$ cat src/rtl/uart_pkg.sv
// Shared UART constants: frame geometry, bit timing and the TX launch sequencer encoding.
package uart_pkg;
  localparam int DATA_BITS      = 8;
  localparam int CLK_HZ         = 30_000_000;
  localparam int BAUD           = 9600;
  localparam int CYCLES_PER_BIT = 3125;
  localparam int BUSY_TIMEOUT   = 4;

  localparam logic [2:0] IDLE      = 3'd0;
  localparam logic [2:0] LAUNCH    = 3'd1;
  localparam logic [2:0] HOLD      = 3'd2;
  localparam logic [2:0] WAIT_BUSY = 3'd3;
  localparam logic [2:0] WAIT_DONE = 3'd4;
endpackage

$ cat src/rtl/uart_tx_queue_if.sv
// Producer valid/ready byte channel plus the start/data/busy handshake to the UART transmitter.
interface uart_tx_queue_if #(
  parameter int DATA_BITS = uart_pkg::DATA_BITS
) ();
  logic                 in_valid;
  logic                 in_ready;
  logic [DATA_BITS-1:0] in_data;
  logic                 tx_start;
  logic [DATA_BITS-1:0] tx_data;
  logic                 tx_busy;

  modport slave (
    input  in_valid, in_data, tx_busy,
    output in_ready, tx_start, tx_data
  );

  modport master (
    output in_valid, in_data, tx_busy,
    input  in_ready, tx_start, tx_data
  );
endinterface

$ cat src/rtl/sync_fifo.sv
// Single-clock FIFO with registered occupancy count; shared by the UART TX and RX paths.
module sync_fifo #(
  parameter int DEPTH = 8,
  parameter int WIDTH = 8
) (
  input  logic                     clk,
  input  logic                     rst,
  input  logic                     push,
  input  logic [WIDTH-1:0]         wdata,
  input  logic                     pop,
  output logic [WIDTH-1:0]         rdata,
  output logic [$clog2(DEPTH):0]   count,
  output logic                     full,
  output logic                     empty
);
  import uart_pkg::*;

  localparam int AW = $clog2(DEPTH);
  localparam int CW = AW + 1;
  localparam logic [CW-1:0] DEPTH_C = CW'(DEPTH);

  if (DEPTH < 2 || (DEPTH & (DEPTH - 1)) != 0) begin : g_bad_depth
    $error("sync_fifo: DEPTH must be a power of two >= 2");
  end

  logic [WIDTH-1:0] mem_q [DEPTH];
  logic [AW-1:0]    wr_ptr_q, wr_ptr_d;
  logic [AW-1:0]    rd_ptr_q, rd_ptr_d;
  logic [CW-1:0]    count_q, count_d;
  logic             push_ok, pop_ok;

  // Guard against over/underflow so callers may issue requests unconditionally.
  assign push_ok = push && (count_q != DEPTH_C);
  assign pop_ok  = pop && (count_q != '0);

  always_comb begin
    wr_ptr_d = wr_ptr_q;
    rd_ptr_d = rd_ptr_q;
    count_d  = count_q;
    if (push_ok) wr_ptr_d = wr_ptr_q + AW'(1);
    if (pop_ok)  rd_ptr_d = rd_ptr_q + AW'(1);
    case ({push_ok, pop_ok})
      2'b10:   count_d = count_q + CW'(1);
      2'b01:   count_d = count_q - CW'(1);
      default: count_d = count_q;
    endcase
  end

  always_ff @(posedge clk) begin
    if (rst) begin
      wr_ptr_q <= '0;
      rd_ptr_q <= '0;
      count_q  <= '0;
    end else begin
      wr_ptr_q <= wr_ptr_d;
      rd_ptr_q <= rd_ptr_d;
      count_q  <= count_d;
    end
  end

  always_ff @(posedge clk) begin
    if (push_ok) mem_q[wr_ptr_q] <= wdata;
  end

  assign rdata = mem_q[rd_ptr_q];
  assign count = count_q;
  assign full  = (count_q == DEPTH_C);
  assign empty = (count_q == '0);
endmodule

$ cat src/rtl/uart_tx_queue.sv
// Byte queue ahead of the UART transmitter: buffers producer bytes and launches them one at a time.
module uart_tx_queue #(
  parameter int DEPTH        = 8,
  parameter int DATA_BITS    = uart_pkg::DATA_BITS,
  parameter int BUSY_TIMEOUT = uart_pkg::BUSY_TIMEOUT
) (
  input  logic                   clk,
  input  logic                   rst,
  uart_tx_queue_if.slave         bus,
  output logic [$clog2(DEPTH):0] count,
  output logic                   empty,
  output logic                   full,
  output logic                   launch_err
);
  import uart_pkg::*;

  localparam int TW = $clog2(BUSY_TIMEOUT + 1);
  localparam logic [TW-1:0] TMR_LAST = TW'(BUSY_TIMEOUT - 1);

  logic [2:0]           state_q, state_d;
  logic                 tx_start_q, tx_start_d;
  logic [DATA_BITS-1:0] tx_data_q, tx_data_d;
  logic                 err_q, err_d;
  logic [TW-1:0]        tmr_q, tmr_d;
  logic                 pop;
  logic [DATA_BITS-1:0] head;

  // in_ready follows the registered count, so a pop at full frees space one cycle later.
  assign bus.in_ready = !full;

  sync_fifo #(
    .DEPTH (DEPTH),
    .WIDTH (DATA_BITS)
  ) u_fifo (
    .clk   (clk),
    .rst   (rst),
    .push  (bus.in_valid && bus.in_ready),
    .wdata (bus.in_data),
    .pop   (pop),
    .rdata (head),
    .count (count),
    .full  (full),
    .empty (empty)
  );

  always_comb begin
    state_d    = state_q;
    tx_start_d = 1'b0;
    tx_data_d  = tx_data_q;
    err_d      = err_q;
    tmr_d      = tmr_q;
    pop        = 1'b0;
    case (state_q)
      IDLE: begin
        if (!empty) begin
          pop        = 1'b1;
          tx_data_d  = head;
          tx_start_d = 1'b1;
          state_d    = LAUNCH;
        end
      end
      LAUNCH: state_d = HOLD;
      // Transmitter latches parity as tx_start falls; keep tx_data put for that cycle.
      HOLD: begin
        tmr_d   = '0;
        state_d = WAIT_BUSY;
      end
      WAIT_BUSY: begin
        if (bus.tx_busy) begin
          state_d = WAIT_DONE;
        end else if (tmr_q == TMR_LAST) begin
          err_d   = 1'b1;
          state_d = IDLE;
        end else begin
          tmr_d = tmr_q + TW'(1);
        end
      end
      WAIT_DONE: if (!bus.tx_busy) state_d = IDLE;
      default:   state_d = IDLE;
    endcase
  end

  always_ff @(posedge clk) begin
    if (rst) begin
      state_q    <= IDLE;
      tx_start_q <= 1'b0;
      tx_data_q  <= '0;
      err_q      <= 1'b0;
      tmr_q      <= '0;
    end else begin
      state_q    <= state_d;
      tx_start_q <= tx_start_d;
      tx_data_q  <= tx_data_d;
      err_q      <= err_d;
      tmr_q      <= tmr_d;
    end
  end

  assign bus.tx_start = tx_start_q;
  assign bus.tx_data  = tx_data_q;
  assign launch_err   = err_q;
endmodule

$ cat src/flat_wrapper.sv
// flat-port wrapper written by rule: the top's interface ports become plain ports
module uart_tx_queue_flat import uart_pkg::*;
#(
  parameter int DEPTH        = 8,
  parameter int DATA_BITS    = uart_pkg::DATA_BITS,
  parameter int BUSY_TIMEOUT = uart_pkg::BUSY_TIMEOUT
)
  (clk, rst, count, empty, full, launch_err, bus_in_valid, bus_in_data, bus_tx_busy, bus_in_ready, bus_tx_start, bus_tx_data);
  uart_tx_queue_if #(.DATA_BITS(DATA_BITS)) bus_i ();
  input  logic clk;
  input  logic rst;
  output logic [$clog2(DEPTH):0] count;
  output logic empty;
  output logic full;
  output logic launch_err;
  input wire logic [$bits(bus_i.in_valid)-1:0] bus_in_valid;
  input wire logic [$bits(bus_i.in_data)-1:0] bus_in_data;
  input wire logic [$bits(bus_i.tx_busy)-1:0] bus_tx_busy;
  output wire logic [$bits(bus_i.in_ready)-1:0] bus_in_ready;
  output wire logic [$bits(bus_i.tx_start)-1:0] bus_tx_start;
  output wire logic [$bits(bus_i.tx_data)-1:0] bus_tx_data;
  assign bus_i.in_valid = bus_in_valid;
  assign bus_i.in_data = bus_in_data;
  assign bus_i.tx_busy = bus_tx_busy;
  assign bus_in_ready = bus_i.in_ready;
  assign bus_tx_start = bus_i.tx_start;
  assign bus_tx_data = bus_i.tx_data;
  uart_tx_queue #(.DEPTH(DEPTH), .DATA_BITS(DATA_BITS), .BUSY_TIMEOUT(BUSY_TIMEOUT)) u_core (.clk(clk), .rst(rst), .bus(bus_i), .count(count), .empty(empty), .full(full), .launch_err(launch_err));
endmodule
$ cat config.mk
export PLATFORM = sky130hd
export DESIGN_NAME = uart_tx_queue_flat
export DESIGN_NICKNAME = d
export VERILOG_FILES = /design/src/rtl/uart_pkg.sv /design/src/rtl/uart_tx_queue_if.sv /design/src/rtl/sync_fifo.sv /design/src/rtl/uart_tx_queue.sv /design/src/flat_wrapper.sv
export SDC_FILE = /design/constraint.sdc
export NUM_CORES = 1
export LEC_CHECK = 0
export CAP_MARGIN = 20
export CORE_MARGIN = 5
export CORE_UTILIZATION = 54
export CTS_BUF_LIST = sky130_fd_sc_hd__clkbuf_4 sky130_fd_sc_hd__clkbuf_8
export CTS_CLUSTER_DIAMETER = 60
export DETAILED_ROUTE_END_ITERATION = 6
export HOLD_SLACK_MARGIN = 0.08
export PLACE_DENSITY = 0.74
export SYNTH_ARGS = -nofsm -noshare
export SYNTH_HDL_FRONTEND = slang
export SYNTH_HIERARCHICAL = 1
export SYNTH_SLANG_ARGS = --single-unit
$ cat constraint.sdc
create_clock -name clk -period 2.5 [get_ports clk]
set_input_delay 0.625 -clock clk [delete_from_list [all_inputs] [get_ports clk]]
set_output_delay 0.625 -clock clk [all_outputs]
set_load 0.03 [all_outputs]
== After elaboration in Yosys (flattened, before gate mapping) ==
Memory sizes are Yosys's and may differ from the RTL's. A register that Yosys moved wholly into a read port is not among the register bits.
Cells that the tools add are included.
Cells by class
  add/subtract/negate cells: 5
  $mul: 0
  div/mod/pow operators: 0
  magnitude comparators: 0
  equal/unequal tests: 14
  shift-type cells: 0
  muxes and demuxes: 13
  bitwise logic cells: 2
  reductions and logical operators: 13
Operators with widths (number)
  2-to-1 mux 3 bit: 6
  case mux 3 bit (5 select lines): 1
  adder 3 x 1 -> 3 bit, second input constant: 3
  equality test 3 x 2 -> 1 bit, second input constant: 3
  AND reduction 3 bit: 3
  inequality test 2 bit, second input constant: 4
  case mux 4 bit (2 select lines): 1
  case mux 3 bit (2 select lines): 1
  adder 4 x 1 -> 4 bit, second input constant: 1
  equality test 4 bit, second input constant: 1
  zero test 4 bit: 1
  2-to-1 mux 1 bit: 4
  inequality test 4 bit, second input constant: 1
  nonzero test 2 bit: 2
  nonzero test 4 bit: 1
  subtractor 4 x 1 -> 4 bit, second input constant: 1
  equality test 3 x 1 -> 1 bit, second input constant: 1
  equality test 3 bit, second input constant: 1
  logical AND 1 bit: 3
  zero test 3 bit: 1
  inequality test 3 x 2 -> 1 bit, second input constant: 1
  equality test 2 x 1 -> 1 bit, second input constant: 1
  equality test 2 bit, second input constant: 1
  NOT 1 bit: 2
  2 further kinds: 2
Storage, ports and cells
  bits in registers: 18
  latch bits: 0
  RAM bits: 64
  ROM bits: 0
  input port bits: 12
  output and inout bits: 17
  logic and storage cells: 55
  memories: 1
Memory list
  u_core.u_fifo.mem_q: depth 8, bits a word 8, rd ports 1, clocked after Yosys merged registers in 1, write ports 1, line sync_fifo.sv:26  | logic [WIDTH-1:0] mem_q [DEPTH];

== Depth between registers and ports, before layout ==
  depth in word-level cells: 6
  mapped depth: 13

== Modules after synthesis ==
The synthesis kept the hierarchy.
By module, submodules not included
  sync_fifo: instances 1, cells each 167, area each 3151.8 sq um, sequential area each 2182.1 sq um
  uart_tx_queue: instances 1, cells each 66, area each 676.9 sq um, sequential area each 320.3 sq um

== Worst setup path after synthesis ==
No wires, ideal clock.
  path type: flip-flop to flip-flop
  start point: register u_core.u_fifo.count_q[1] (netlist: u_core/u_fifo/count[1])
  end point: register u_core.u_fifo.count_q[2] (netlist: u_core/u_fifo/count[2])
  arrival time: 3.479 ns
  setup slack: -1.049 ns
  cell stages (with the launch flop): 13
  path through: dfxtp_1 > buf_6 > nor4_1 > nor4_4 > buf_6 > o41a_1 > ha_1 > xor2_1 > ha_1 > a21oi_1 > xor2_1 > or3_1 > a21oi_1
On the way
  longest elaborated chain between the ends: 6
  elaborated cells on any way between the ends: 16
  classes of those cells: add/sub (2); eq/ne (4); mux (3); reduce/logical (7)
Ends and longest elaborated chain
  start, declared: line sync_fifo.sv:29  | logic [CW-1:0] count_q, count_d;
  start signal, assigned: line sync_fifo.sv:57  | count_q <= count_d;
  zero test 4 bit *: line sync_fifo.sv:68  | assign empty = (count_q == '0);
  net empty: line flat_wrapper.sv:13  | output logic empty;
  2-to-1 mux 1 bit *: line uart_tx_queue.sv:55  | if (!empty) begin
  2-to-1 mux 1 bit *: line uart_tx_queue.sv:53  | case (state_q)
  net u_core.pop: line uart_tx_queue.sv:25  | logic pop;
  logical AND 1 bit *: line sync_fifo.sv:34  | assign pop_ok = pop && (count_q != '0);
  net u_core.u_fifo.pop_ok: line sync_fifo.sv:30  | logic push_ok, pop_ok;
  equality test 2 x 1 -> 1 bit / equality test 2 bit (equally long branches): line sync_fifo.sv:42  | case ({push_ok, pop_ok})
  case mux 4 bit (2 select lines) / nonzero test 2 bit (equally long branches)
Mark *: on every way through the listed nets, which the timed path passes. The rest lies on a longest branch.
A chain may end at the register's enable or synchronous reset.

== Worst setup path after layout ==
  start point: register u_core.u_fifo.count_q[2] (netlist: u_core/u_fifo/count[2])
  end point: register u_core.u_fifo.count_q[2] (netlist: u_core/u_fifo/count[2])
On the way
  longest elaborated chain between the ends: 6
  elaborated cells on any way between the ends: 16
  classes of those cells: add/sub (2); eq/ne (4); mux (3); reduce/logical (7)
Ends and longest elaborated chain (line)
  zero test 4 bit / equality test 4 bit (equally long branches): sync_fifo.sv:68, sync_fifo.sv:67
  2-to-1 mux 1 bit / zero test 1 bit (equally long branches): uart_tx_queue.sv:55, uart_tx_queue.sv:29
  2-to-1 mux 1 bit / logical AND 1 bit (equally long branches): uart_tx_queue.sv:53, uart_tx_queue.sv:37
  logical AND 1 bit, on equally long branches: sync_fifo.sv:34, sync_fifo.sv:33
  equality test 2 x 1 -> 1 bit / equality test 2 bit (equally long branches): sync_fifo.sv:42
  case mux 4 bit (2 select lines) / nonzero test 2 bit (equally long branches)
Several ways; a longest one is shown, not always the timed one.

==> key figures <==
Status
  – Outcome: finished clean

Floorplanning
  – Core area: 0.00683 mm²
  – Initial standard-cell utilization of the core: 56.0%
  – Die outline height: 94.2 µm
  – Die footprint: 0.00887 mm²
  – Cell Rows: 30
  – Die X-Extent: 94.2 µm
  – # IOs: 29

Layout
  – Utilization after layout: 66.8%
  – Antenna diode count: 0
  – Share of final-layout standard cells stronger than drive strength 1: 27.5%
  – Total of fill cells in the finished design: 491
  – Area growth syn-to-layout: 19.2%
  – Post-Layout Inst Area: 0.00456 mm²
  – Final #Nets: 305

Clocking
  – Clock insertion delay at the later pin of the skew report: 360 ps
  – Num Clock Sinks: 93
  – Number of buffers added to fix hold violations after cts: 0
  – Root buffer cell: clkbuf_8
  – Largest buffer count on any clock path: 2
  – H-tree levels: 3
  – CTS tree: yes
  – Reg clk slew, reported paths: 90 ps
  – Number of buffers added by the clock tree synthesis step: 9

Synth
  – Cell with the most instances after synthesis: edfxtp_1
  – Synth Warn #: 6
  – Synth top area share: 50.2%
  – Synth area leaders: edfxtp_1 50%, dfxtp_1 15%, mux4_1 5.5%
  – Synthesized Nets: 252
  – Yosys reg bits: 93
  – Post-Syn Instances: 233
  – Synth cell types: 44
  – Number of enable-type register cells in the synthesized netlist: 64
  – Top post-synthesis cells by count: 64 x edfxtp_1, 29 x dfxtp_1, 23 x nor2_1
  – Average cell area after synthesis: 16.4 µm²
  – Cell taking the most area after synthesis: edfxtp_1
  – Post-synthesis cell area: 0.00383 mm²
  – Synth async-reset ratio: 0%
  – Seq/Total Area, Yosys: 65.4%
  – Top FF cell, synth: edfxtp_1

STA
  – Setup-violating endpoint count in the final report: 0
  – RSZ-0062 raised after global routing: yes
  – Share of the clock period used by the worst path: 96.3%
  – Fin crit period: 2410 ps
  – Final hold violations: 0
  – Normalized max-slew margin: 68.9%
  – Max Slew Vio Count: 0
  – Fmax: 0.416 GHz
  – Clock Skews: 10.5 ps
  – Worst-Margin Slew: 466 ps

Setup path
  – Category of the most critical setup path: register to register
  – Required time reported for the critical path endpoint: 2790 ps
  – Cell-by-cell trace of the critical path: or4b_4 -> buf_4 -> nand2_8 -> ha_4 -> xor2_2 -> ha_1 -> a21oi_2 -> xor2_1 -> or3_1 -> a21oi_1
  – Slowest stage cell on the critical path: or4b_4
  – WP data arrival: 2700 ps
  – Crit path buf inv count: 1
  – Worst Setup End Kind: register
  – Launching element type of the critical path: register
  – Crit path max fanout: 7
  – Dominant delay contributor by cell family on the critical path: simple AND/OR/NAND/NOR gates
  – Delay of the slowest cell on the worst path: 600 ps

GRT
  – Via count of the first global-routing pass: 2081
  – Aggregate global-route resource usage: 16.7%
  – First-pass GRT wire length: 10.8 mm
  – Number of antenna violations at the first check in global routing: 0
  – Largest net degree at the start of global routing: 24
  – Sum of overflow across all layers after global routing: 0

Routing
  – Total number of vias: 2054
  – Post-route DRC: 0
  – Routed wire length: 6.57 mm
  – DRT Pass-1 Iters: 4
  – WL/cell: 17.0 µm
  – Routed vias/inst: 5.31
  – Detailed router's first-iteration violation count: 56
  – Number of nets still failing antenna checks after routing: 0

Pwr
  – Worst vdd rail ir drop: 0.429 mV
  – Power spent charging and discharging nets: 1.53 mW
  – Portion of total power attributed to the clock network: 19.1%
  – Net Sw Frac: 33.2%
  – Share of total power in combinational logic: 37.2%
  – Reported leakage power: 1.57 nW
  – Power share of the sequential group: 43.7%
  – Cell area power density: 1010 mW/mm²
  – Power Internal: 3.09 mW

Flow run
  – Number of maximum-capacitance violations: 0

Place
  – Final GP Congestion: 0.793
  – Placement-stage cell area: 0.00435 mm²
  – Number of buffers added on ports: 28
  – Post-DP HPWL: 4.37 mm

Worst hold path
  – HP Class: register to register
==> cells in the final DEF, fill, tap and decap left out, types with 2 or more instances in the layout <==
cell type / Yosys / layout
edfxtp_1: 64 / 64
clkdlybuf4s50_1: 0 / 25
buf_4: 0 / 25
dfxtp_1: 29 / 25
nor2_1: 23 / 23
mux2i_1: 10 / 10
clkbuf_8: 0 / 9
mux2_2: 9 / 9
mux4_2: 8 / 8
mux4_1: 8 / 8
a21oi_1: 7 / 6
nor3_1: 6 / 6
ha_1: 7 / 5
nor2b_1: 5 / 4
xor2_1: 5 / 4
clkinvlp_4: 0 / 3
inv_1: 4 / 3
o21ai_0: 3 / 3
nand2b_1: 3 / 3
clkinv_4: 0 / 2
clkbuf_2: 0 / 2
nor4_4: 1 / 2
nand4b_1: 2 / 2
nor3b_1: 3 / 2
nand3_1: 2 / 2
nand2_1: 2 / 2
xor2_2: 1 / 2
a21oi_2: 1 / 2
dfxtp_2: 0 / 2
dfxtp_4: 0 / 2
==> cell families (layout without fill, tap and decap cells) <==
logic type | count (synthesis) | count (layout) | share of synthesized area (%)
flops | 93 | 93 | 65.4
simple gates | 57 | 57 | 8.99
mux | 35 | 35 | 15.5
compound gates | 19 | 19 | 3.40
buf+inv | 15 | 73 | 2.71
fa+ha+maj | 7 | 7 | 2.29
xor+xnor | 7 | 7 | 1.80
==> path summary, 6_finish.rpt <==
| path | from | end | slack [ps] | depth (start not counted) |
|---|---|---|---|---|
| worst max-delay path | u_core/u_fifo/count[2] | u_core/u_fifo/count[2] | 90 | 10 |
| worst max register to register | u_core/u_fifo/count[2] | u_core/u_fifo/count[2] | 90 | 10 |
| worst min-delay path | u_core/tmr_q[2] | u_core/tmr_q[2] | 470 | 1 |
| worst min register to register | u_core/tmr_q[2] | u_core/tmr_q[2] | 470 | 1 |
==> through the flow <==
stage	hold WS, ps	worst slack [ps]	TNS (ps)	total power [mW]	std cells
after floorplan	432	-175	-340	3.27	233
after global placement	445	-52.5	-93.0	3.72	367
after detailed placement	450	-93.4	-174	3.77	367
after CTS	472	5.20	0	4.63	383
after global routing	499	-25.7	-25.7	4.89	387
final	467	93.3	0	4.62	387
==> registers in the layout, summed over array words and instances (netlist names), named ones only <==
signal                  flops
u_core/u_fifo/count         4
u_core/bus.tx_start         1
u_core/launch_err           1
u_core/u_fifo/wr_ptr_q      3
u_core/state_q              3
u_core/u_fifo/rd_ptr_q      3
u_core/u_fifo/mem_q        64
u_core/tmr_q                3
u_core/bus.tx_data          8
==> what timing repair did <==
action,4_1_cts,5_1_grt
pin swaps,0,2
hold endpoints to repair,0,0
setup buffers,0,4
gates resized for setup,4,7
setup endpoints to repair,3,4
==> area by class of cell <==
type | instances | area, µm² | area share (%)
flip-flops and latches | 93 | 2510 | 55.0
multi-input cells | 125 | 1280 | 28.1
inverters | 4 | 18.8 | 0.411
well taps | 96 | 120 | 2.63
repair buffers | 53 | 457 | 10.0
clock inverters | 7 | 50.0 | 1.10
clock buffers | 9 | 124 | 2.71
==> power groups by stage <==
stage / Combinational [mW] / Clock, mW / Sequential (mW)
global placement: 1.68 / 0 / 2.04
finish: 1.72 / 0.881 / 2.02
CTS: 1.70 / 0.907 / 2.03
floorplan: 1.05 / 0 / 2.21
detailed placement: 1.71 / 0 / 2.06
global route: 1.86 / 0.974 / 2.05
==> per-layer routing <==
metal | track usage [%] | vias to the layer above | routed length [µm]
li1 | - | 999 | -
met1 | 22.2 | 1003 | 2900
met2 | 26.7 | 47 | 3200
met3 | 4.89 | 5 | 401
met4 | 5.05 | 0 | 58
met5 | 0 | - | 0
(Power assumes the default switching activity.)
